<file path="src/rtl/nbcac_pkg.sv">
// ---------------------------------------------------------------------------
// nbcac_pkg
// Shared definitions for the NBCAC receive path.
//  - Supported code/data width pairs. The 14/10 pair is the default.
//  - Fibonacci helper that gives the decoder its transition weights.
//  - Lane slice helper for the flat multi-lane buses.
//  - Saturation constant for the error counter.
// Code model: a word is legal when no three adjacent wires show 010 or 101.
// The transition vector t[j] = d[j+1]^d[j] then has no two adjacent ones.
// Its Zeckendorf rank plus d[0]*fib(CODE_W+1) gives the data value.
// Values that do not fit in DATA_W bits are also illegal.
// ---------------------------------------------------------------------------
package nbcac_pkg;

    localparam int DEF_CODE_W = 14;
    localparam int DEF_DATA_W = 10;

    typedef struct packed {
        int unsigned code_w;
        int unsigned data_w;
    } size_pair_t;

    // Each pair satisfies 2*fib(code_w+1) >= 2**data_w.
    localparam size_pair_t SIZE_PAIRS [4] = '{
        '{code_w: 5,  data_w: 4},
        '{code_w: 8,  data_w: 6},
        '{code_w: 11, data_w: 8},
        '{code_w: 14, data_w: 10}
    };

    // fib(1) = fib(2) = 1
    function automatic int fib(input int n);
        int a;
        int b;
        int s;
        a = 1;
        b = 1;
        for (int i = 3; i <= n; i++) begin
            s = a + b;
            a = b;
            b = s;
        end
        return b;
    endfunction

    // Low bit of lane 'lane' in a flat bus of 'w'-bit lanes.
    function automatic int lane_lo(input int lane, input int w);
        return lane * w;
    endfunction

    // Largest value an error counter of width 'w' can hold.
    function automatic logic [63:0] sat_max(input int w);
        return (64'd1 << w) - 64'd1;
    endfunction

endpackage

</file>
<file path="src/rtl/nbcac_decoder_core.sv">
// ---------------------------------------------------------------------------
// nbcac_decoder_core
// Purely combinational decoder for one lane.
// Ports:
//   d      in   CODE_W  code word (bit 0 = wire 0)
//   v      out  DATA_W  decoded value, truncated to DATA_W bits
//   legal  out  1       word is forbidden-pattern free and its value fits
// ---------------------------------------------------------------------------
module nbcac_decoder_core
    import nbcac_pkg::*;
#(
    parameter int CODE_W = DEF_CODE_W,
    parameter int DATA_W = DEF_DATA_W
) (
    input  logic [CODE_W-1:0] d,
    output logic [DATA_W-1:0] v,
    output logic              legal
);

    // One spare bit holds the largest sum, including the sum for illegal words.
    localparam int ACC_W = CODE_W + 1;
    localparam logic [ACC_W-1:0] BASE  = ACC_W'(fib(CODE_W + 1));
    localparam logic [ACC_W-1:0] LIMIT = ACC_W'(1) << DATA_W;

    logic [CODE_W-2:0] t;
    logic [ACC_W-1:0]  acc;
    logic              fpf;

    assign t = d[CODE_W-1:1] ^ d[CODE_W-2:0];

    // NOTE: every variable gets a value before the loop so no latch is inferred.
    always_comb begin
        acc = d[0] ? BASE : '0;
        fpf = 1'b1;
        for (int j = 0; j < CODE_W - 1; j++) begin
            if (t[j]) acc = acc + ACC_W'(fib(j + 2));
        end
        // Two adjacent transitions mean a 010 or 101 triple on the wires.
        for (int j = 1; j < CODE_W - 1; j++) begin
            if (t[j] && t[j-1]) fpf = 1'b0;
        end
    end

    assign v     = acc[DATA_W-1:0];
    assign legal = fpf && (acc < LIMIT);

endmodule

</file>
<file path="src/rtl/nbcac_decoder_stream.sv">
// ---------------------------------------------------------------------------
// nbcac_decoder_stream
// Streaming multi-lane NBCAC decoder with back-pressure and error accounting.
// Data path: code beat -> S1 register -> per-lane core -> 2-entry skid FIFO.
// Ports:
//   clock, rst_n            rising-edge clock, async active-low reset
//   in_valid/in_ready       code beat handshake; codein has LANES*CODE_W bits
//   out_valid/out_ready     data beat handshake; dataout has LANES*DATA_W bits
//   lane_err  out LANES     per-lane illegal flag, qualified by out_valid
//   err_sticky out 1        set when a delivered beat has an error
//   err_count  out CNT_W    saturating count of delivered beats with errors
//   err_clr    in  1        synchronous clear; wins over a same-cycle count
// ---------------------------------------------------------------------------
module nbcac_decoder_stream
    import nbcac_pkg::*;
#(
    parameter int CODE_W = DEF_CODE_W,
    parameter int DATA_W = DEF_DATA_W,
    parameter int LANES  = 1,
    parameter int CNT_W  = 16
) (
    input  logic                    clock,
    input  logic                    rst_n,
    input  logic                    in_valid,
    output logic                    in_ready,
    input  logic [LANES*CODE_W-1:0] codein,
    output logic                    out_valid,
    input  logic                    out_ready,
    output logic [LANES*DATA_W-1:0] dataout,
    output logic [LANES-1:0]        lane_err,
    output logic                    err_sticky,
    output logic [CNT_W-1:0]        err_count,
    input  logic                    err_clr
);

    localparam logic [CNT_W-1:0] CNT_MAX = CNT_W'(sat_max(CNT_W));

    logic                    live;      // low until the first edge after reset
    logic                    s1_valid;
    logic [LANES*CODE_W-1:0] s1_code;
    logic [1:0]              count;     // skid FIFO occupancy, 0..2
    logic                    rd_ptr;
    logic                    wr_ptr;
    logic [LANES*DATA_W-1:0] buf_data [2];
    logic [LANES-1:0]        buf_err  [2];

    logic [LANES*DATA_W-1:0] dec_data;
    logic [LANES-1:0]        dec_legal;
    logic [1:0]              in_flight;
    logic                    accept;
    logic                    push;
    logic                    pop;

    for (genvar k = 0; k < LANES; k++) begin : g_lane
        nbcac_decoder_core #(
            .CODE_W (CODE_W),
            .DATA_W (DATA_W)
        ) u_core (
            .d     (s1_code[lane_lo(k, CODE_W) +: CODE_W]),
            .v     (dec_data[lane_lo(k, DATA_W) +: DATA_W]),
            .legal (dec_legal[k])
        );
    end

    // The FIFO and S1 together never hold more than 2 beats. So when S1 is
    // full the FIFO has room, and S1 drains into it on every cycle.
    assign in_flight = count + {1'b0, s1_valid};
    assign pop       = out_valid && out_ready;
    assign push      = s1_valid;
    assign in_ready  = live && ((in_flight < 2'd2) || pop);
    assign accept    = in_valid && in_ready;

    assign out_valid = (count != 2'd0);
    assign dataout   = out_valid ? buf_data[rd_ptr] : '0;
    assign lane_err  = out_valid ? buf_err[rd_ptr]  : '0;

    // NOTE: sequential state uses non-blocking assignments so that every
    // register samples the values from before the edge.
    always_ff @(posedge clock or negedge rst_n) begin
        if (!rst_n) begin
            live       <= 1'b0;
            s1_valid   <= 1'b0;
            count      <= 2'd0;
            rd_ptr     <= 1'b0;
            wr_ptr     <= 1'b0;
            err_sticky <= 1'b0;
            err_count  <= '0;
        end else begin
            live     <= 1'b1;
            s1_valid <= accept;
            if (push) wr_ptr <= ~wr_ptr;
            if (pop)  rd_ptr <= ~rd_ptr;
            case ({push, pop})
                2'b10:   count <= count + 2'd1;
                2'b01:   count <= count - 2'd1;
                default: count <= count;
            endcase
            if (err_clr) begin
                err_sticky <= 1'b0;
                err_count  <= '0;
            end else if (pop && |lane_err) begin
                err_sticky <= 1'b1;
                if (err_count != CNT_MAX) err_count <= err_count + 1'b1;
            end
        end
    end

    // NOTE: the payload storage is not reset. The valid bits and the output
    // gating above already hide stale contents.
    always_ff @(posedge clock) begin
        if (accept) s1_code <= codein;
        if (push) begin
            buf_data[wr_ptr] <= dec_data;
            buf_err[wr_ptr]  <= ~dec_legal;
        end
    end

endmodule
</file>
<file path="config.mk">
export PLATFORM = sky130hd
export DESIGN_NAME = nbcac_decoder_stream
export DESIGN_NICKNAME = d
export VERILOG_FILES = /design/src/rtl/nbcac_pkg.sv /design/src/rtl/nbcac_decoder_core.sv /design/src/rtl/nbcac_decoder_stream.sv
export SDC_FILE = /design/constraint.sdc
export NUM_CORES = 1
export LEC_CHECK = 0
export BUFFER_PORTS_ARGS = -buffer_cell sky130_fd_sc_hd__buf_2
export CORE_ASPECT_RATIO = 0.8
export CORE_MARGIN = 10
export CORE_UTILIZATION = 45
export DETAILED_ROUTE_END_ITERATION = 16
export SKIP_CTS_REPAIR_TIMING = 1
export SLEW_MARGIN = 15
export SYNTH_ARGS = -nofsm -noshare
export SYNTH_HDL_FRONTEND = slang
export SYNTH_SLANG_ARGS = --single-unit
</file>
<file path="constraint.sdc">
create_clock -name clock -period 10.1 [get_ports clock]
set_input_delay 0.505 -clock clock [delete_from_list [all_inputs] [get_ports clock]]
set_output_delay 0.505 -clock clock [all_outputs]
set_load 0.005 [all_outputs]
</file>
== Word level (Yosys, flattened, before mapping) ==
Memory sizes are Yosys's and may differ from the RTL's.
Index checks and enable logic that the tools add are counted.
W data, S select, Z words.
Word-level totals
  word-level logic and storage cells: 95
  flip-flop bits (word level): 37
  bits of input ports: 19
  output and inout bits: 30
  memory bits (writable): 22
  memories kept: 2
Memories
  buf_data: depth 2, width 10, read ports 1, clocked after memory_dff 0, wr ports 1, RTL line nbcac_decoder_stream.sv:44  | logic [LANES*DATA_W-1:0] buf_data [2];
  buf_err: depth 2, width 1, read ports 1, clocked after memory_dff 0, wr ports 1, RTL line nbcac_decoder_stream.sv:45  | logic [LANES-1:0] buf_err [2];
Cells by class
  reductions and logical operators: 23
  $add $sub $neg: 17
  mux-type cells: 36
  order comparisons: 2
  eq/ne operators: 3
  bitwise gates (word level): 4
Operators with widths (number)
  $mux W15: 13
  $mux W16: 3
  $add A15 B2 Y15 const B: 2
  $add A15 B4 Y15 const B: 2
  $add A15 B6 Y15 const B: 2
  $add A15 B8 Y15 const B: 2
  $mux W10: 2
  $logic_and A1 B1 Y1: 17
  $mux W1: 17
  $add A16 B1 Y16 const B: 1
  $ne A16 B16 Y1 const B: 1
  $add A15 B1 Y15 const B: 1
  $add A15 B3 Y15 const B: 1
  $add A15 B5 Y15 const B: 1
  $add A15 B7 Y15 const B: 1
  $add A15 B9 Y15 const B: 1
  $lt A15 B11 Y1 const B: 1
  $xor A13 B13 Y13: 1
  $reduce_bool A2 Y1: 4
  $pmux W2 S2: 1
  $not A1 Y1: 3
  $add A2 B1 Y2: 1
  $add A2 B1 Y2 const B: 1
  $eq A2 B1 Y1 const B: 1
  other kinds (5): 5

== Logic depth before layout (Yosys ltp) ==
Gate-level depths: netlist of run 1.
  word-level depth: 30
  mapped depth: 36
  depth with buffers taken out: 34

== By module ==
From an unflattened synthesis of run 1, not the netlist that was laid out.
Second synthesis, totals
  cells, all modules: 585
  area, all modules: 5489.0 µm²
By module, submodules not included
  nbcac_decoder_core: seq. area each 0.0 µm², cells each 402, times used 1, area an instance 3032.9 µm²
  nbcac_decoder_stream: seq. area each 1656.6 µm², cells each 183, times used 1, area an instance 2456.1 µm²

== Worst setup path after synthesis of run 1 ==
No wires, ideal clock.
  kind: register to register
  from: register s1_code[2]
  to: memory buf_err[0] (data pin)
  data required time: 9.826 ns
  stages on the path, launching flop included: 35
  slack: 2.329 ns
  setup time: 0.274 ns
  data arrival time: 7.497 ns
  path buffers: 2
  period minus slack after synthesis: 7.771 ns
  cell sequence: edfxtp_1 buf_2 xor2_1 ha_1 inv_1 ha_1 a21oi_1 ha_1 a21oi_1 a32o_1 nand2_1 ha_1 mux2_2 ha_1 clkdlybuf4s25_2 a221oi_1 o211a_1 xnor2_1 ha_1 nand2_1 xor3_2 a21oi_1 xnor3_1 a31oi_2 xor2_1 ha_1 and2_1 a211oi_1 nor4b_1 mux2i_1 o211a_2 xor2_2 nand4b_1 and4b_1 o31ai_2
On the way
  word-level cells in the longest chain between the ends: 27
  elaborated cells on any way between the ends: 42
  those cells by class: add/sub (11); order compare (1); mux (24); bitwise (2); reduce/logical (4)
RTL lines
  from (decl): RTL line nbcac_decoder_stream.sv:40  | logic [LANES*CODE_W-1:0] s1_code;
  from (signal assigned): RTL line nbcac_decoder_stream.sv:111  | if (accept) s1_code <= codein;
  $xor A13 B13 Y13 *: RTL line nbcac_decoder_core.sv:29  | assign t = d[CODE_W-1:1] ^ d[CODE_W-2:0];
  $mux W15: RTL line nbcac_decoder_core.sv:36  | if (t[j]) acc = acc + ACC_W'(fib(j + 2));
  $add A15 B2 Y15: RTL line nbcac_decoder_core.sv:36
  $mux W15: RTL line nbcac_decoder_core.sv:36
  $add A15 B3 Y15: RTL line nbcac_decoder_core.sv:36
  $mux W15: RTL line nbcac_decoder_core.sv:36
  $add A15 B4 Y15: RTL line nbcac_decoder_core.sv:36
  $mux W15: RTL line nbcac_decoder_core.sv:36
  [... 11 more ...]
  $mux W15: RTL line nbcac_decoder_core.sv:36
  $add A15 B8 Y15: RTL line nbcac_decoder_core.sv:36
  $mux W15: RTL line nbcac_decoder_core.sv:36
  $add A15 B9 Y15: RTL line nbcac_decoder_core.sv:36
  $mux W15: RTL line nbcac_decoder_core.sv:36
  $lt A15 B11 Y1: RTL line nbcac_decoder_core.sv:45  | assign legal = fpf && (acc < LIMIT);
  $logic_and A1 B1 Y1 *: RTL line nbcac_decoder_core.sv:45
  $not A1 Y1 *: RTL line nbcac_decoder_stream.sv:114  | buf_err[wr_ptr] <= ~dec_legal;
  to (decl): RTL line nbcac_decoder_stream.sv:45
Every way passes the cells marked *; elsewhere a longest branch is shown, timed or not.

== Worst setup path after layout of run 1 ==
  from: register s1_code[2]
  to: memory buf_err[1] (data pin)
The elaborated chain is that of the path after synthesis.

==> out/summary.txt, run 1 <==
min Tclk post-route: 8.40 ns
Top-Level Pins: 49
syn avg cell area: 9.52 sq um
die span in x: 144 um
actual slew at the worst max-slew pin: 0.954 ns
Initial Util: 45.7%
cell family with most CP delay: adder cells
top-area cell type share of the netlist area: 19.6%
setup_tns: 0 ns
number of max-cap violations: 0
register area share after synthesis: 30.1%
critical path class: flop to flop
drt total wl: 12300 um
synth unique cells: 94
most common cell after layout, fill and taps aside: nand2_1
outcome: completed
clock transition at the registers of the reported paths: 0.06 ns
slowest CP cell: edfxtp_1
# clock sinks: 59
Syn-to-layout area delta: 11.2%
Fillers: 1117
ANT nets after route: 0
period utilisation layout: 83.1%
GR Overflow Total: 0
Cell Area, Placed: 5830 sq um
first-pass GRT wire length: 21000 um
RSZ-0062 raised after global routing: no
Fmax: 119 MHz
Post-synth EDFFs: 36
Critical Path RT: 10.13 ns
Clk Tree Root Cell: clkbuf_16
row count: 36
Storage cell area: 1660 sq um
multi-input logic area: 3670 sq um
headroom to the max-slew limit: 36.2%
Synth area leaders: edfxtp_1 20%, dfrtp_1 10%, xnor2_1 8.4%
Skew-Pair Late Insertion Delay: 0.33 ns
Worst path max stage delay: 0.55 ns
Vias/cell: 5.59
largest net degree at the start of global routing: 24
worst path bufs/invs: 1
flops & latches, synth: 59
fin. max-slew vios: 0
Critical Path Fanout Max: 12
Post-Syn Nets: 614
die area: 17100 sq um
nets: 657
most frequent cell on the critical path: ha_1
wire per inst: 15.7 um
initial antenna violation count: 0
final setup fails: 0
CTS Buffer Depth: 2
total CTS buffers: 9
Placed Cells: 763
Initial DRC Count: 234
Crit. End Element: flop
final hold vios: 0
Remaining DRCs: 0
Design Area, Final: 6130 sq um
Syn Std Cell Area: 5510 sq um
Fin Clk Skew: 0.00698 ns
DR pass1 iterations: 5
most frequent cells in the layout: 56 x nand2_1, 55 x nor2_1, 53 x xnor2_1
Synth Flop Type: edfxtp_1
final cell count without fillers: 779
Die Y: 119 um
Vias: 4355
ys async rst share: 39.0%
HP Class: primary input to async pin
critical path arrival: 8.42 ns
H-Tree Depth: 3
gate count of the mapped netlist: 579
IO buf count: 48
Core Region: 12100 sq um
GPL Wtd Cong: 0.856
ant diodes: 0
Yosys warnings: 0
share of cells above drive strength 1: 19.0%
vias in the first global route: 4252
largest area contributor in the netlist: edfxtp_1
hpwl dp: 9720 um
startpoint types: flop
CTS tree: done
total track usage: 14.6%
-- per-layer routing --
layer | track usage [%] | vias up | share of wire, %
met1 | 21.5 | 2053 | 52
met3 | 3.65 | 8 | 4.9
met5 | 0 | - | 0
met4 | 3.25 | 0 | 0.64
met2 | 21.0 | 100 | 42
li1 | - | 2194 | -
-- area by class of cell --
type | instances | share of cell area, %
flip-flops and latches | 59 | 27.0
clock inverters | 7 | 1.25
multi-input cells | 487 | 59.9
well taps | 152 | 3.10
repair buffers | 49 | 4.04
inverters | 16 | 0.980
clock buffers | 9 | 3.68
-- cells in the mapped netlist (4+ instances only) --
cell type / number
and2_1: 11
xnor2_1: 53
ha_1: 16
o21ai_0: 15
clkbuf_1: 4
nor2_1: 55
a21oi_1: 21
dfrtp_1: 23
nor2b_1: 7
edfxtp_1: 36
a31oi_1: 7
xnor2_2: 11
nand3_1: 22
xor2_2: 4
nor3_1: 12
nand2b_1: 6
xor2_1: 39
nand4_1: 6
o211a_1: 4
o211ai_1: 5
o21a_1: 5
nand2_1: 56
mux2i_1: 15
and3_1: 10
o22ai_1: 5
inv_1: 14
or3_1: 4
-- worst register-to-register path, delay by kind of cell, from the launching register on --
kind | cells | cell delay, ns
adder cells (fa/ha/maj) | 7 | 2.20
AND/OR/NAND/NOR | 6 | 1.08
AO/OA/AOI/OAI | 10 | 2.14
XOR/XNOR | 6 | 1.65
multiplexers | 2 | 0.42
flip-flops | 1 | 0.55
buffers and inverters | 1 | 0.08
-- cell families (layout without fill, tap and decap cells) --
family          Yosys count  after routing  synth area share, %
compound gates          120            120                 17.2
xor+xnor                114            114                 22.4
other cells               1              1               0.0680
flops                    59             59                 30.1
fa+ha+maj                17             17                 3.81
simple gates            219            219                 20.2
mux                      16             16                 2.93
buf+inv                  33             81                 3.34
-- registers in the layout (all words and copies together) (netlist names), 2 cells and up --
signal and count:
buf_data 20, err_count 16, s1_code 14, buf_err 2, count 2
-- per-stage QoR --
stage                     hold slack (ns)  setup WS (ns)  util, %
after floorplan                     0.209           2.33        -
after global placement              0.472           2.10     48.3
after detailed placement            0.476           1.79     48.3
after CTS                           0.163           1.77     50.8
after global routing                0.183           1.04     50.8
final                               0.146           1.70     50.8
-- path summary, 6_finish.rpt --
path                                      startpoint                  endpoint  slack (ns)  cells after the start
worst max-delay path            s1_code[2]$_DFFE_PP_      buf_err[1]$_DFFE_PP_        1.70                     32
worst min register to register    wr_ptr$_DFFE_PN0P_        wr_ptr$_DFFE_PN0P_        0.48                      1
min in group clock                         codein[6]      s1_code[6]$_DFFE_PP_        0.35                      1
max in group asynchronous                      rst_n  err_count[1]$_DFFE_PN0P_        9.61                      1
worst min-delay path                           rst_n      count[1]$_DFFE_PN0P_        0.15                      1
worst max register to register  s1_code[2]$_DFFE_PP_      buf_err[1]$_DFFE_PP_        1.70                     32
Power of run 1 is left out: the tool's default activity adds up to more than one toggle a clock period on the data nets, which glitch-free logic cannot reach.
==> inputs of run 2 (changes only) <==
--- a/config.mk
+++ b/config.mk
@@ -5,11 +5,13 @@
 export SDC_FILE = /design/constraint.sdc
 export NUM_CORES = 1
 export LEC_CHECK = 0
+export ABC_AREA = 1
 export BUFFER_PORTS_ARGS = -buffer_cell sky130_fd_sc_hd__buf_2
 export CORE_ASPECT_RATIO = 0.8
 export CORE_MARGIN = 10
 export CORE_UTILIZATION = 45
 export DETAILED_ROUTE_END_ITERATION = 16
+export PLACE_DENSITY = 0.66
 export SKIP_CTS_REPAIR_TIMING = 1
 export SLEW_MARGIN = 15
 export SYNTH_ARGS = -nofsm -noshare
==> constraint.sdc (replaced) <==
create_clock -name clock -period 6.9 [get_ports clock]
set_input_delay 0.345 -clock clock [delete_from_list [all_inputs] [get_ports clock]]
set_output_delay 0.345 -clock clock [all_outputs]
set_load 0.005 [all_outputs]
==> out/summary.txt, run 2 <==
Post-synth EDFFs: 36 (unchanged)
Largest regs: buf_data: 20 flops, err_count: 16 flops, s1_code: 14 flops (unchanged)
ys async rst share: 39.0% (unchanged)
Top-Level Pins: 49 (unchanged)
RR Endpoint: buf_err[0]$_DFFE_PP_ (was buf_err[1]$_DFFE_PP_)
Cell Area, Placed: 5440 sq um (was 5830 sq um)
R2R Setup Slk: 0.64 ns (was 1.70 ns)
largest register by flop count: buf_data (unchanged)
worst path bufs/invs: 5 (was 1)
critical path arrival: 6.32 ns (was 8.42 ns)
Fin Clk Skew: 0.00556 ns (was 0.00698 ns)
Clk Tree Root Cell: clkbuf_16 (unchanged)
total CTS buffers: 9 (unchanged)
critical path class: flop to flop (unchanged)
FF-to-FF Start: s1_code[1]$_DFFE_PP_ (was s1_code[2]$_DFFE_PP_)
Setup WS pre-CTS: 0.465 ns (was 1.79 ns)
most frequent cell on the critical path: nand2_1 (was ha_1)
nets: 826 (was 657)
Fmax: 160 MHz (was 119 MHz)
fin worst setup slack: 0.644 ns (was 1.70 ns)
startpoint types: flop (unchanged)
Remaining DRCs: 0 (unchanged)
die span in x: 138 um (was 144 um)
most common cell after layout, fill and taps aside: nand2_1 (unchanged)
part of the power in registers: 20.7%
Sw Pwr: 1.34 mW
clock transition at the registers of the reported paths: 0.05 ns (was 0.06 ns)
GR Overflow Total: 0 (unchanged)
Core Region: 10900 sq um (was 12100 sq um)
synth cell count leaders: 231 x nand2_1, 86 x inv_1, 63 x nand3_1 (was 56 x nand2_1, 55 x nor2_1, 53 x xnor2_1)
initial antenna violation count: 0 (unchanged)
first-pass GRT wire length: 19800 um (was 21000 um)
most common cell in the netlist: nand2_1 (unchanged)
hpwl dp: 9420 um (was 9720 um)
number of max-cap violations: 0 (unchanged)
synth unique cells: 43 (was 94)
Initial Util: 46.2% (was 45.7%)
setup_tns: 0 ns (unchanged)
# clock sinks: 59 (unchanged)
slowest CP cell: edfxtp_1 (unchanged)
Clock power frac: 15.3%
Yosys warnings: 0 (unchanged)
Placed Cells: 920 (was 763)
syn avg cell area: 6.87 sq um (was 9.52 sq um)
Max VDD drop: 0.000316 V
gate count of the mapped netlist: 733 (was 579)
Post-Syn Nets: 768 (was 614)
ant diodes: 0 (unchanged)
Cell Pwr Density: 473 nW/um^2
share of cells above drive strength 1: 22.7% (was 19.0%)
total track usage: 14.6% (about the same)
Synth Flop Type: edfxtp_1 (unchanged)
Die Y: 115 um (was 119 um)
H-Tree Depth: 3 (unchanged)
Comb power frac: 64.0%
actual slew at the worst max-slew pin: 0.963 ns (was 0.954 ns)
Design Area, Final: 5810 sq um (was 6130 sq um)
CTS Buffer Depth: 2 (unchanged)
CTS tree: done (unchanged)
Crit. End Element: flop (unchanged)
failing checks: hold timing
Initial DRC Count: 282 (was 234)
period utilisation layout: 90.7% (was 83.1%)
final hold vios: 8 (was 0)
IO buf count: 48 (unchanged)
Sw Ratio: 48.6%
Reg2Reg Depth: 42 (was 32)
largest area contributor in the netlist: edfxtp_1 (unchanged)
Syn-to-layout area delta: 15.3% (was 11.2%)
headroom to the max-slew limit: 35.5% (was 36.2%)
row count: 34 (was 36)
internal power: 1.41 mW
ANT nets after route: 0 (unchanged)
die area: 15800 sq um (was 17100 sq um)
HP Class: primary input to async pin (unchanged)
Largest register FFs: 20 (unchanged)
flops & latches, synth: 59 (unchanged)
register area share after synthesis: 32.9% (was 30.1%)
Syn Std Cell Area: 5040 sq um (was 5510 sq um)
min Tclk post-route: 6.26 ns (was 8.40 ns)
Critical Path Fanout Max: 3 (was 12)
top-area cell type share of the netlist area: 21.5% (was 19.6%)
final setup fails: 0 (unchanged)
GPL Wtd Cong: 0.874 (was 0.856)
outcome: finished, violations left (was completed)
DR pass1 iterations: 6 (was 5)
cell family with most CP delay: simple AND/OR/NAND/NOR gates (was adder cells)
WHS: -0.00388 ns (was 0.146 ns)
Worst path max stage delay: 0.44 ns (was 0.55 ns)
Critical Path RT: 6.96 ns (was 10.13 ns)
final cell count without fillers: 940 (was 779)
Skew-Pair Late Insertion Delay: 0.32 ns (was 0.33 ns)
largest net degree at the start of global routing: 24 (unchanged)
Synth area leaders: edfxtp_1 21%, nand2_1 17%, dfrtp_1 11% (was edfxtp_1 20%, dfrtp_1 10%, xnor2_1 8.4%)
vias in the first global route: 4351 (was 4252)
wire per inst: 12.4 um (was 15.7 um)
drt total wl: 11700 um (was 12300 um)
most frequent cells in the layout: 231 x nand2_1, 86 x inv_1, 62 x nand3_1 (was 56 x nand2_1, 55 x nor2_1, 53 x xnor2_1)
leakage: 2.96 nW
fin. max-slew vios: 0 (unchanged)
Vias/cell: 5.00 (was 5.59)
Vias: 4704 (was 4355)
## run 2: cell count changes after synthesis, moves of 12 or more
cell / previous run / this run
nand2_1: 56 / 231
nand2_2: 0 / 32
inv_2: 2 / 26
nand3_1: 22 / 63
xor2_1: 39 / 12
inv_1: 14 / 86
xnor2_1: 53 / 8
nor2_2: 0 / 12
mux2i_1: 15 / 0
## run 2: cell families after synthesis
family                     share of synthesized area, %
and+or+nand+nor                                    41.0
buffers and inverters                              8.97
AOI/OAI and AO/OA                                  8.07
DFF                                                32.9
xor gates and xnor gates                           4.77
adders and majority gates                          3.98
other                                            0.0745
muxes                                             0.273
## run 2: layout make-up
type                       count  area [sq um]
fill                        1071          5080
multi-input combinational    554          2980
sequential                    59          1660
inverter                     115           432
clock buffer                  13           272
timing repair buffer          52           270
tap                          144           180
clock inverter                 3          17.5
## run 2: how the worst max path moves through the flow
stage / start / to / slack, ns / depth (start not counted)
floorplan: s1_code[1]$_DFFE_PP_ / buf_err[0]$_DFFE_PP_ / 0.99 / 41
global placement: s1_code[1]$_DFFE_PP_ / buf_err[0]$_DFFE_PP_ / 0.69 / 42
detailed placement: s1_code[1]$_DFFE_PP_ / buf_err[0]$_DFFE_PP_ / 0.47 / 42
CTS: s1_code[1]$_DFFE_PP_ / buf_err[0]$_DFFE_PP_ / 0.43 / 42
global route: s1_code[1]$_DFFE_PP_ / buf_err[0]$_DFFE_PP_ / -0.04 / 41
finish: s1_code[1]$_DFFE_PP_ / buf_err[0]$_DFFE_PP_ / 0.64 / 42
## run 2: routing by layer
layer  share of wire [%]  wire, um  vias to the layer above  track usage (%)
met5                   0         0                        -                0
met4                 1.3       148                        0             3.86
met3                 5.4       635                       12             3.65
met2                  44      5110                      100             23.1
met1                  49      5770                     2118             19.4
li1                    -         -                     2474                -
## run 2: power by group through the flow
stage          registers [mW]  logic (mW)  clock network [mW]
2_1_floorplan           0.557        1.38                   0
3_3_place_gp            0.572        1.67                   0
3_5_place_dp            0.574        1.72                   0
4_1_cts                 0.568        1.74               0.432
5_1_grt                 0.578        2.02               0.451
6_report                0.568        1.76               0.422
## run 2: through the flow
step                      util (%)  power (mW)
after floorplan                  -        1.93
after global placement        49.9        2.24
after detailed placement      49.9        2.30
after CTS                     52.6        2.74
after global routing          53.3        3.05
final                         53.3        2.75
## run 2: worst reg2reg max path: cells and delay by family (launching register included)
family	cells	cell delay [ns]
XOR/XNOR	2	0.46
adder cells (fa/ha/maj)	8	2.22
flip-flops	1	0.44
buffers and inverters	5	0.23
AND/OR/NAND/NOR	24	2.30
AO/OA/AOI/OAI	3	0.35
Power figures use the tool's default switching activity.
